**config.mk**
```make
export PLATFORM = sky130hd
export DESIGN_NAME = dft_bin_accumulator
export DESIGN_NICKNAME = d
export VERILOG_FILES = /design/src/rtl/dft_bin_accumulator.sv
export SDC_FILE = /design/constraint.sdc
export NUM_CORES = 1
export LEC_CHECK = 0
export BUFFER_PORTS_ARGS = -buffer_cell sky130_fd_sc_hd__buf_2
export CORE_ASPECT_RATIO = 1.2
export CORE_MARGIN = 5
export CORE_UTILIZATION = 45
export DETAILED_ROUTE_END_ITERATION = 8
export PLACE_DENSITY_LB_ADDON = 0.08
export SKIP_CTS_REPAIR_TIMING = 1
export SYNTH_ARGS = -nofsm -noshare
export SYNTH_HDL_FRONTEND = slang
export SYNTH_SLANG_ARGS = --single-unit
```
**constraint.sdc**
```tcl
create_clock -name clk -period 3.2 [get_ports clk]
set_clock_uncertainty 0.1 [all_clocks]
set_input_delay 0.16 -clock clk [delete_from_list [all_inputs] [get_ports clk]]
set_output_delay 0.16 -clock clk [all_outputs]
set_load 0.01 [all_outputs]
```
**src/rtl/dft_bin_accumulator.sv**
```systemverilog
// rtl/dft_bin_accumulator.sv - DFT bin multiply-accumulate controller driving an external sequential multiplier
module dft_bin_accumulator #(
    parameter int width   = 32,
    parameter int points  = 8,
    parameter int gap     = 4,
    parameter int timeout = 4 * width,
    localparam int accWidth = 2 * width + $clog2(points)
) (
    input  logic                  clk,
    input  logic                  rstn,
    input  logic                  start,
    input  logic                  sign,
    input  logic [width-1:0]      sampleIn,
    input  logic [width-1:0]      coefIn,
    input  logic                  pairValid,
    output logic                  pairReady,
    output logic [width-1:0]      mulX,
    output logic [width-1:0]      mulY,
    output logic                  mulSign,
    output logic                  mulDataIn,
    input  logic                  mulDataOut,
    input  logic [2*width-1:0]    mulProd,
    output logic                  busy,
    output logic                  done,
    output logic                  error,
    output logic [accWidth-1:0]   sum
);

    localparam int CNT_W    = $clog2(points + 1);
    localparam int GAP_W    = (gap > 0) ? $clog2(gap + 1) : 1;
    localparam int GAP_LAST = (gap > 0) ? gap - 1 : 0;
    localparam int TMO_W    = (timeout > 1) ? $clog2(timeout + 1) : 1;

    typedef enum logic [2:0] {
        S_IDLE,
        S_WAIT_PAIR,
        S_LOAD,
        S_MUL,
        S_ACC,
        S_DONE
    } state_t;

    state_t                r_state;
    state_t                w_next;
    logic                  r_sign;
    logic [accWidth-1:0]   r_acc;
    logic [CNT_W-1:0]      r_cnt;
    logic                  r_err;
    logic [width-1:0]      r_x;
    logic [width-1:0]      r_y;
    logic [2*width-1:0]    r_prod;
    logic [accWidth-1:0]   r_sum;
    logic [GAP_W-1:0]      r_gap_cnt;
    logic [TMO_W-1:0]      r_tmo_cnt;

    logic                  w_gap_last;
    logic                  w_tmo;
    logic                  w_last_pair;
    logic [accWidth-1:0]   w_ext;

    assign w_gap_last  = (r_gap_cnt == GAP_W'(GAP_LAST));
    assign w_tmo       = (r_tmo_cnt == TMO_W'(timeout - 1));
    assign w_last_pair = (r_cnt == CNT_W'(points - 1));

    // Fill the upper bits with the product's sign only for signed operands.
    always_comb begin
        w_ext              = {accWidth{r_sign & r_prod[2*width-1]}};
        w_ext[2*width-1:0] = r_prod;
    end

    always_comb begin
        w_next    = r_state;
        pairReady = 1'b0;
        mulDataIn = 1'b0;
        busy      = 1'b1;
        done      = 1'b0;
        case (r_state)
            S_IDLE: begin
                busy = 1'b0;
                if (start) w_next = S_WAIT_PAIR;
            end
            S_WAIT_PAIR: begin
                pairReady = 1'b1;
                if (pairValid) w_next = S_LOAD;
            end
            S_LOAD: begin
                if (w_gap_last) w_next = S_MUL;
            end
            S_MUL: begin
                mulDataIn = 1'b1;
                if (mulDataOut)  w_next = S_ACC;
                else if (w_tmo)  w_next = S_IDLE;
            end
            S_ACC: begin
                w_next = w_last_pair ? S_DONE : S_WAIT_PAIR;
            end
            S_DONE: begin
                done   = 1'b1;
                w_next = S_IDLE;
            end
            default: w_next = S_IDLE;
        endcase
    end

    always_ff @(posedge clk or negedge rstn) begin
        if (!rstn) begin
            r_state   <= S_IDLE;
            r_sign    <= 1'b0;
            r_acc     <= '0;
            r_cnt     <= '0;
            r_err     <= 1'b0;
            r_x       <= '0;
            r_y       <= '0;
            r_prod    <= '0;
            r_sum     <= '0;
            r_gap_cnt <= '0;
            r_tmo_cnt <= '0;
        end else begin
            r_state <= w_next;
            case (r_state)
                S_IDLE: begin
                    if (start) begin
                        r_sign <= sign;
                        r_acc  <= '0;
                        r_cnt  <= '0;
                        r_err  <= 1'b0;
                    end
                end
                S_WAIT_PAIR: begin
                    if (pairValid) begin
                        r_x       <= sampleIn;
                        r_y       <= coefIn;
                        r_gap_cnt <= '0;
                    end
                end
                S_LOAD: begin
                    r_gap_cnt <= r_gap_cnt + GAP_W'(1);
                    r_tmo_cnt <= '0;
                end
                S_MUL: begin
                    if (mulDataOut)  r_prod    <= mulProd;
                    else if (w_tmo)  r_err     <= 1'b1;
                    else             r_tmo_cnt <= r_tmo_cnt + TMO_W'(1);
                end
                S_ACC: begin
                    r_acc <= r_acc + w_ext;
                    r_cnt <= r_cnt + CNT_W'(1);
                end
                S_DONE: begin
                    r_sum <= r_acc;
                end
                default: ;
            endcase
        end
    end

    assign mulX    = r_x;
    assign mulY    = r_y;
    assign mulSign = r_sign;
    assign error   = r_err;
    assign sum     = r_sum;

endmodule

```
==> results of run 1 <==
-- power groups by stage --
stage	Combinational, uW	Clock, uW	Sequential (uW)
after floorplan	6120	0	6030
after CTS	9300	3520	6000
after detailed placement	9240	0	6030
final	10100	3410	6110
after global routing	11300	3650	6290
after global placement	9150	0	5980
-- cell families after synthesis --
family | share of synthesized area [%]
adder cells (fa/ha/maj) | 6.18
AND/OR/NAND/NOR | 18.8
multiplexers | 5.05
buffers and inverters | 2.92
flip-flops | 48.7
AO/OA/AOI/OAI | 14.3
XOR/XNOR | 4.05
-- registers in the layout, indices dropped and copies added (netlist names) --
name and cells:
error 1, mulSign 1, mulX 32, mulY 32
r_acc 67, r_cnt 4, r_gap_cnt 3, r_prod 64
r_state 3, r_tmo_cnt 8, sum 67
-- cell type report --
class	count	area [um2]
clock buffers	47	916
clock inverters	4	51.3
fillers	2740	12600
inverters	21	78.8
multi-input cells	1193	7490
flip-flops and latches	282	7060
well taps	407	509
repair buffers	482	3340
-- cell usage after synthesis, drive strengths merged (8+ instances only) --
| library cell | instances |
|---|---|
| nand2 | 519 |
| dfrtp | 282 |
| o21ai | 127 |
| a21oi | 95 |
| clkbuf | 73 |
| ha | 70 |
| mux2 | 65 |
| nor2 | 44 |
| xnor2 | 40 |
| nand4 | 29 |
| xor2 | 27 |
| a21o | 21 |
| inv | 21 |
| nand3 | 17 |
| nor3 | 16 |
| buf | 14 |
| o21bai | 14 |
| a31oi | 10 |
| a22o | 8 |
| o211ai | 8 |
-- layer usage --
metal	vias to the layer above	global-route usage [%]	share of wire [%]
li1	6224	-	-
met1	5994	27.8	43
met2	329	37.6	49
met3	47	5.56	6.4
met4	2	3.96	1.4
met5	-	0	0.027
-- final timing paths --
kind	startpoint	to	slack, ns
max	r_acc[13]	r_acc[55]	0.1
min	start	r_state[0]	-0.04
max reg2reg	r_acc[13]	r_acc[55]	0.1
min reg2reg	sum[13]	sum[13]	0.37
max in group asynchronous	rstn	r_acc[45]	1.92
min in group asynchronous	rstn	sum[14]	0.11
-- metrics by stage --
stage / instances / hold WS [ns] / cell area (um2) / worst slack [ns] / setup TNS (ns)
CTS: 2296 / -0.395 / 17600 / -0.135 / -0.854
global placement: 2245 / 0.193 / 16600 / -0.0672 / -0.186
finish: 2436 / -0.0351 / 19400 / 0.0988 / 0
detailed placement: 2245 / 0.211 / 16600 / -0.118 / -0.620
global route: 2436 / 0.0221 / 19400 / -0.105 / -0.443
floorplan: 1583 / -0.236 / 14500 / 0.0618 / 0
-- critical path: stages (launching register included) --
cell	delay (ns)
dfrtp_1	0.40
ha_2	0.40
o21ai_0	0.14
a21oi_2	0.15
o21ai_1	0.09
o21ba_4	0.24
o21ai_2	0.06
a21o_2	0.27
o31a_4	0.35
o31a_1	0.30
a21oi_2	0.16
o21ai_1	0.07
a32o_1	0.25
==> results.txt, run 1 <==
The largest area contributor in the netlist is dfrtp_1. The detailed-routing iteration count for the pre-antenna-repair pass is 4. The count of max-cap constraint violations came out at 0. The number of synthesis warnings is 0. The top cell type by area accounts for roughly half of the synthesized area. CTS built an H-tree with a depth of 1. The final critical-path share of the clock period came out at between 90% and 100%. The count of buffers from port buffering is 270. At the worst endpoint, the required time is between 3 and 4 ns. The remaining antenna violation count came out at 0. The die covers approximately 36000 um2. The proportion of layout cells with a drive suffix above 1 came out at between 20% and 30%. The sort of element at the end of the critical path is a flip-flop. The violation count after the first detailed-routing iteration is roughly 540. The area of the core came out at ~32000 um2. The clock share of power is approximately 17%. Setup violations remaining at the end of the flow were counted as 0. The number of buffers between clock root and the deepest sink came out at 3. The most used flip-flop cell after synthesis is dfrtp_1. Synthesis produced a netlist whose cell count is about 1600.

The final reports fail on hold timing. The DRC violation count after routing came out at 0. The number of vias in the routed layout came out at between 10000 and 15000.

At the pin with the least slew margin, the transition time is approximately 0.96 ns. The analysis attributes to cell leakage a power of about 0.01 uW. The number of slew-limit violations in the final report is 0. The internal portion of total power is about 12000 uW. The first global-routing pass estimated between 60000 and 70000 um of wire. The number of antenna violations at the first check in global routing came out at 1. Global routing used a little over a fifth of the available tracks. Measured against its own limit, the worst slew margin works out to between 30% and 40%.

The flow ran to the end, but the final reports show violations. At the end of the flow, the number of nets in the layout was 2215. Clock-pin slew was measured on the worst setup and hold paths at around 0.06 ns.

The sequential area share after synthesis came out at 48.7%. The flip-flop and latch count after synthesis is between 200 and 300. The starting utilization of the core area is a little under half. The number of sinks driven by the clock tree is 282. Compared with the post-synthesis result, the final layout area differs by 34.1%. The die boundary width came out at around 170 um.

The biggest fanout along the worst timing path came out at 7. The number of cell rows is 72. The number of antenna diodes is 0. The routed design has 41100 um of wire. The end-of-flow core utilization is just over 60%. IR analysis of the VDD net gives a maximum drop of 0.525 mV.

The time the final worst path needs with I/O delays and setup is about 3.1 ns. The arrival time of the worst setup path is between 3 and 4 ns. The number of global-route vias before repair is about 13000. Combinational logic burns between 50% and 60% of the power. The average footprint of a synthesized cell came out at about 9.2 um2. The average wire per cell in the routed design is approximately 17 um. STA classifies the critical path startpoint as a flip-flop. For this run the aggregate overflow at the end of global routing stands at 0.

The net switching power is between 8000 and 9000 uW. The post-synthesis async set-or-reset flop share is 100%. TritonCTS built the clock tree. The worst hold path belongs to the class in -> reg. The detailed placement HPWL is ~28000 um. The final estimated routing congestion in global placement is 0.880. Summing internal, switching and leakage power gives between 15000 and 20000 uW. After synthesis, the cell types taking the most area are dfrtp_1 49%, nand2_1 13%, ha_1 6.0%.

The average vias per placed instance is approximately 5.2. The clock latency on the worst-skew pair is between 0.5 and 0.6 ns. The hold path depth is 5. The final number of hold-violating endpoints is 1. In this run the power density over the cells is around 1000 nW/um2. The library cell used most frequently in the layout, excluding fill and tap cells, is nand2_1. The worst-case hold slack is -0.0351 ns. During I/O placement, the number of pins put on the boundary was roughly 270. The kind of critical path is reg -> reg. The post-synthesis net count is approximately 1800.

Setup repair after global routing could not meet its margin everywhere. The floorplan die height is ~210 um. Based on the critical path, the design can be clocked at up to between 300 and 400 MHz.

Entering global routing, the biggest net connects around 110 pins. The fraction of power consumed by sequential logic is between 30% and 40%. Net switching is just over 40% of the power. For the worst flop-to-flop path, the logic depth is 12. The root buffer cell chosen for the clock tree is clkbuf_16. The number of distinct library cells after synthesis came out at 67. The TritonCTS buffer count came out at 30.

After synthesis the cells add up to approximately 15000 um2. The number of enable flip-flop cells after synthesis is 0. In the layout the commonest cells are 516 x nand2_1, 281 x dfrtp_1, 269 x buf_2.
No activity file was read; power rests on OpenSTA's default activity.
==> run 2, diff against run 1 <==
--- a/config.mk
+++ b/config.mk
@@ -10,7 +10,7 @@
 export CORE_MARGIN = 5
 export CORE_UTILIZATION = 45
 export DETAILED_ROUTE_END_ITERATION = 8
-export PLACE_DENSITY_LB_ADDON = 0.08
+export PLACE_DENSITY = 0.74
 export SKIP_CTS_REPAIR_TIMING = 1
 export SYNTH_ARGS = -nofsm -noshare
 export SYNTH_HDL_FRONTEND = slang
==> results.txt, run 2 (same netlist as run 1, synthesis figures left out) <==
The run finished, with violations left. The checks that failed: hold timing. The final routed wirelength across all metal layers came out at 41500 um. The count of endpoints failing setup in the final report came out at 0. In this run the clock root is driven by a clkbuf_16.

The first TritonRoute pass finished after 5 iterations. The final route contains 12900 vias. The combinational group share of total power is between 40 and 50%. The worst ir drop on vdd came out at 0.518 mV. The detailed placement HPWL came out at between 20000 and 30000 um. The floorplan die height came out at about 210 um. The pin count of the biggest net entering global routing came out at 81. Setup repair after global routing could not meet its margin everywhere. The first-pass GRT wire length came out at 62900 um. The fraction of power consumed by sequential logic is a little under a third. For this run, design rule violations remaining after detail routing come to 0. Of the total power, the clock network draws between 10% and 20%. The timing-limited maximum frequency is around 320 MHz. The number of slew-limit violations in the final report is 0.

The proportion of layout cells with a drive suffix above 1 is 25.9%. The arrival time of the worst setup path is approximately 3.4 ns. Once the floorplan was initialized, standard cells occupied approximately 45% of the core. The area added between synthesis and finish came out at 32.5%.

The sum of negative setup slack is 0 ns. The leakage power of the design came out at about 0.0097 uW. The leftover overflow at the end of global routing came out at 0. The clock latency on the worst-skew pair came out at about 0.56 ns.

The library cell used most frequently in the layout, excluding fill and tap cells, is nand2_1. At the worst endpoint, the required time is ~3.5 ns. The summed area of non-filler cells in the final layout came out at roughly 19000 um2.

The die outline area is about 36000 um2. The average vias per placed instance came out at between 5 and 6. In the final design database the tool counted between 2000 and 2500 nets. The count of buffers from port buffering came out at between 200 and 300. The violation count after the first detailed-routing iteration came out at roughly 630.

TritonCTS built the clock tree. The number of antenna violations at the first check in global routing is 4. The die is ~170 um wide. The worst setup path is launched from a flip-flop. Clock-pin slew was measured on the worst setup and hold paths at approximately 0.060 ns. The deepest level of the CTS H-tree is 1. The final critical-path share of the clock period came out at between 90% and 100%. The actual transition at the worst max-transition pin is 0.880 ns.

approximately 270 I/O pins were placed. The post-route non-filler standard cell count is roughly 2400. The biggest fanout along the worst timing path is 5. The worst hold path belongs to the class in -> reg.

Buffers inserted during clock tree synthesis total 31. The fraction of power spent switching nets came out at about two fifths. The congestion estimate from routability-driven global placement came to ~0.89. The kind of critical path is reg -> reg.

The average wire per cell in the routed design came out at about 17 um. Summed over all nets, the switching power comes to between 8000 and 9000 uW. In this run the standard cell core region covers 32100 um2. Power comes to between 15000 and 20000 uW.

Hold timing on the final database bottoms out at a slack of -0.0348 ns. The final number of hold-violating endpoints is 1. In this run the core area contains between 70 and 80 standard-cell rows. The internal portion of total power came out at between 10000 and 15000 uW. The remaining antenna violation count came out at 0. STA classifies the critical path endpoint as a flip-flop. The total routing resource utilization after global routing is around a fifth. The worst slew margin relative to its limit came out at 41.2%. Once placement completed, the tool counted placed cells totaling 2227. The time the final worst path needs with I/O delays and setup is ~3.1 ns. The number of global-route vias before repair came to ~13000. For this design the ratio of total power to cell area is 1020 nW/um2.

For this design, the sink count on the clock tree is roughly 280. In the layout the commonest cells are 517 x nand2_1, 281 x dfrtp_1, 269 x buf_2. The number of buffers between clock root and the deepest sink is 3. Across the run, the number of max-cap violations was 0. Summing all placed instances gives a cell area of between 15000 and 20000 um2.
[run 2: layout make-up]
type	count	area, um2
inverter	21	78.8
antenna	3	7.51
tap	407	509
multi-input combinational	1193	7300
sequential	282	7060
clock inverter	14	204
clock buffer	39	866
fill	2669	12900
timing repair buffer	462	3200
[run 2: per-layer routing]
layer | share of wire (%) | track usage, % | up-vias
met5 | 0.031 | 0 | -
met4 | 3.0 | 6.93 | 2
met3 | 7.6 | 6.27 | 78
met2 | 48 | 36.7 | 423
met1 | 41 | 25.2 | 6191
li1 | - | - | 6196
[run 2: path summary, 6_finish.rpt]
kind | start | endpoint | slack [ns] | depth (start not counted)
max | r_acc[5] | r_acc[55] | 0.12 | 13
min | start | r_state[0] | -0.03 | 5
max reg2reg | r_acc[5] | r_acc[55] | 0.12 | 13
min reg2reg | sum[14] | sum[14] | 0.37 | 2
max in group asynchronous | rstn | r_prod[22] | 2.05 | 3
min in group asynchronous | rstn | sum[57] | 0.08 | 2
[run 2: critical path, stage by stage, from the launching register on]
cell	delay (ns)
dfrtp_1	0.40
ha_1	0.31
buf_4	0.15
o21ai_2	0.07
a211oi_2	0.20
a21o_2	0.19
o21ba_4	0.15
o21ai_2	0.06
a21o_2	0.27
o31a_4	0.31
o31a_1	0.29
a21oi_2	0.14
o21ai_1	0.07
a32o_1	0.26
[run 2: through the flow]
step / util, % / hold WS [ns] / setup slack, ns
after floorplan: - / -0.236 / 0.0618
after global placement: 51.5 / 0.0952 / -0.0590
after detailed placement: 51.5 / 0.0980 / -0.0797
after CTS: 54.8 / -0.509 / -0.124
after global routing: 59.9 / 0.00893 / -0.0301
final: 59.9 / -0.0348 / 0.116
[run 2: power groups by stage]
stage | combinational, uW | sequential (uW) | clock (uW)
2_1_floorplan | 6120 | 6030 | 0
3_3_place_gp | 8850 | 5980 | 0
3_5_place_dp | 9020 | 6050 | 0
4_1_cts | 9070 | 6020 | 3840
5_1_grt | 10700 | 6270 | 3970
6_report | 9680 | 6100 | 3740
==> run 3, diff against run 2 <==
--- a/config.mk
+++ b/config.mk
@@ -5,12 +5,14 @@
 export SDC_FILE = /design/constraint.sdc
 export NUM_CORES = 1
 export LEC_CHECK = 0
+export ABC_AREA = 1
 export BUFFER_PORTS_ARGS = -buffer_cell sky130_fd_sc_hd__buf_2
 export CORE_ASPECT_RATIO = 1.2
 export CORE_MARGIN = 5
 export CORE_UTILIZATION = 45
 export DETAILED_ROUTE_END_ITERATION = 8
-export PLACE_DENSITY = 0.74
+export GPL_ROUTABILITY_DRIVEN = 1
+export PLACE_DENSITY = 0.73
 export SKIP_CTS_REPAIR_TIMING = 1
 export SYNTH_ARGS = -nofsm -noshare
 export SYNTH_HDL_FRONTEND = slang
==> results.txt, run 3 <==
The run finished with clean final reports. The number of placed instances, taps included came out at 2938. The deepest level of the CTS H-tree came out at 1.

The most common flop cell mapped by yosys is dfrtp_1. The worst ir drop on vdd came out at approximately 0.61 mV. The pin count of the biggest net entering global routing came out at 94. The buffer and inverter count on the worst path came out at 0. The post-synthesis async set-or-reset flop share is 100%. By area the synthesized netlist is led by dfrtp_1 43%, nand2_1 20%, inv_1 6.4%. The post-route non-filler standard cell count came out at 3122.

For the final routed database, the setup TNS stands at 0 ns. The worst hold-check path type is in -> reg. The total routing resource utilization after global routing is between 20% and 30%.

Clock-pin slew was measured on the worst setup and hold paths at about 0.07 ns. The required time of the critical path is ~3.5 ns. The first-pass GRT wire length is 80800 um.

The number of synthesis warnings is 0. The TritonCTS buffer count came out at 28. The time the final worst path needs with I/O delays and setup came out at between 2 and 3 ns. The average wire per cell in the routed design came out at between 15 and 20 um. The die outline area came out at 40800 um2. The setup path with the least slack is of type reg -> reg. The count of buffers from port buffering came out at 270. The number of slew-limit violations in the final report is 0.

The area growth from synthesis to layout is 25.1%. In this design, the stage delay of the slowest critical-path cell is about 0.54 ns. The number of enable flip-flop cells after synthesis is 0. The biggest area contributor in the post-synthesis netlist is dfrtp_1. The detailed router used layers up to and including met4. Setup slack on the critical path of the routed design comes to around 0.31 ns.

The number of instances in the synthesized netlist is 2227. The arrival time of the worst setup path is ~3.2 ns. The worst path uses between 90% and 100% of the clock period. The most frequent cell after synthesis is nand2_1. The average instance in the mapped netlist occupies about 7.4 um2. The worst pin sits at a relative slew slack of 32.4%. The finished cells cover 20700 um2. The end-of-flow core utilization is 56.7%. After filler insertion, the fill cell instance count of the layout stands at ~3400.

Among cell families on the critical path, the largest total delay comes from simple AND/OR/NAND/NOR gates. The standard cell area after detailed placement came out at between 15000 and 20000 um2. The nature of the critical path startpoint is a flip-flop. The violation count after the first detailed-routing iteration is 912. After synthesis the cells add up to 16600 um2. After detailed routing, the met2 layer carries roughly 27000 um of wire. In the final routing, the length of wire on met1 measures between 20000 and 25000 um. Summed over all layers, the routed wires come to approximately 54000 um.

In this run the count of I/O pins placed on the die edge is approximately 270. Setup repair after global routing left no endpoint under its margin. The post-synthesis net count came out at 2432. The cell sitting at the root of the clock tree is a clkbuf_16. The final estimated routing congestion in global placement came out at around 0.97. The floorplan die height is 220 um. The slowest stage of the critical path is the fa_1 cell.

Of the cells placed in the final design, the portion with a size suffix greater than 1 is between 10% and 20%. The power density normalized to cell area came out at 870 nW/um2. Leaving out fill and tap cells, the most frequent cell in the layout is nand2_1. The actual transition at the worst max-transition pin came out at between 1 and 1.5 ns. The starting utilization of the core area came out at between 40% and 50%.

The number of antenna violations at the first check in global routing came out at 0. For this run, the detailed router's first-pass iteration total came to 5. The top-area cell type share of the netlist area is a little over two fifths. The count of endpoints failing setup in the final report came out at 0. TritonCTS built the clock tree.

The remaining antenna violation count is 0. Max-cap violations in this run came to 0. Detailed placement finished with a half-perimeter wire length of ~41000 um. The number of buffers between clock root and the deepest sink is 3. Of the synthesized area, sequential elements account for 42.5%. The number of antenna diodes came out at 0. The length of routed met3 wiring is ~3000 um. From left edge to right edge, the die measures ~190 um. The number of cell rows came out at 77. The final number of hold-violating endpoints is 0.

The average vias per placed instance came out at approximately 5.0. The leftover overflow at the end of global routing came out at 0. Walking the worst path, the cells encountered are ha_1, fa_1, nand3_1, nand3_1, nand2_1, nand2_2, nand2_1, nand3_2, nand2_1, nand2_2, nand2_1, nand3_1, nand3_1, nand2_1. The net count reported at finish came out at about 2800. The DRC violation count after routing is 0. The leakage power of the design is between 0.01 and 0.015 uW. By count the netlist is led by 891 x nand2_1, 285 x inv_1, 282 x dfrtp_1. The biggest fanout along the worst timing path came out at 4. The top cell types in the final layout, fill and taps aside, are 890 x nand2_1, 284 x inv_1, 282 x dfrtp_1.

Timing analysis after detailed placement gives a worst setup slack of 0.273 ns. The number of vias in the routed layout came out at approximately 16000. In this run the standard cell core region covers between 30000 and 40000 um2. The number of distinct library cells after synthesis is 44. The timing-limited maximum frequency came out at 346 MHz.

The flip-flop and latch count after synthesis is 282. Counting stages on the worst path, the most repeated cell is nand2_1. Registers take between 7000 and 8000 um2. The number of global-route vias before repair came to approximately 15000. The clock latency on the worst-skew pair came out at approximately 0.56 ns.

The area of combinational cells with multiple inputs is 8130 um2. The sort of element at the end of the critical path is a flip-flop. The number of sinks driven by the clock tree came out at between 200 and 300.
## run 3: kinds of logic (layout without fill, tap and decap cells)
family	count (synthesis)	count (layout)	synth area share [%]
simple gates	1199	1199	29.3
fa+ha+maj	71	71	5.40
xor+xnor	10	10	0.528
mux	64	64	5.20
flops	282	282	42.5
compound gates	254	254	8.59
buf+inv	347	768	8.46
## run 3: worst paths after layout
check	cells past startpoint	slack, ns	end	from
setup / recovery	14	0.31	r_acc[48]	r_acc[0]
min in group asynchronous	2	0.14	sum[11]	rstn
hold reg to reg	2	0.37	sum[65]	sum[65]
hold / removal	4	0.004	r_state[0]	pairValid
max in group asynchronous	3	1.99	sum[41]	rstn
setup reg to reg	14	0.31	r_acc[48]	r_acc[0]
## run 3: final cells by class
class                           instances  area share, %
Tap cell                              474           2.86
Inverter                              299           5.42
Clock inverter                         15          0.838
Clock buffer                           36           3.91
Timing Repair Buffer                  418           13.8
Sequential cell                       282           34.0
Multi-Input combinational cell       1598           39.2
## run 3: worst register-to-register path, cell delays in order (launching register included)
cell and delay [ns]:
dfrtp_1 0.39, ha_1 0.31, fa_1 0.54, nand3_1 0.16, nand3_1 0.15, nand2_1 0.13
nand2_2 0.11, nand2_1 0.09, nand3_2 0.12, nand2_1 0.12, nand2_2 0.15, nand2_1 0.14
nand3_1 0.08, nand3_1 0.11, nand2_1 0.07
## run 3: where the power goes
part | leakage (uW) | internal [uW] | switching, uW
Combinational | 0.00752 | 3250 | 5400
Clock | 0.000485 | 2040 | 1430
Sequential | 0.00367 | 5020 | 925
Total | 0.0117 | 10300 | 7760
## run 3: stage by stage
step	hold slack [ns]	power (uW)
3_5_place_dp	0.142	14400
4_1_cts	-0.461	18000
6_report	0.00383	18100
3_3_place_gp	0.143	14300
5_1_grt	0.0463	19500
2_1_floorplan	-0.236	11600
## run 3: layer usage
| layer | vias to the layer above | GRT usage, % |
|---|---|---|
| met5 | - | 0 |
| met3 | 111 | 3.16 |
| met4 | 0 | 8.76 |
| met1 | 7287 | 30.9 |
| li1 | 7759 | - |
| met2 | 483 | 44.8 |
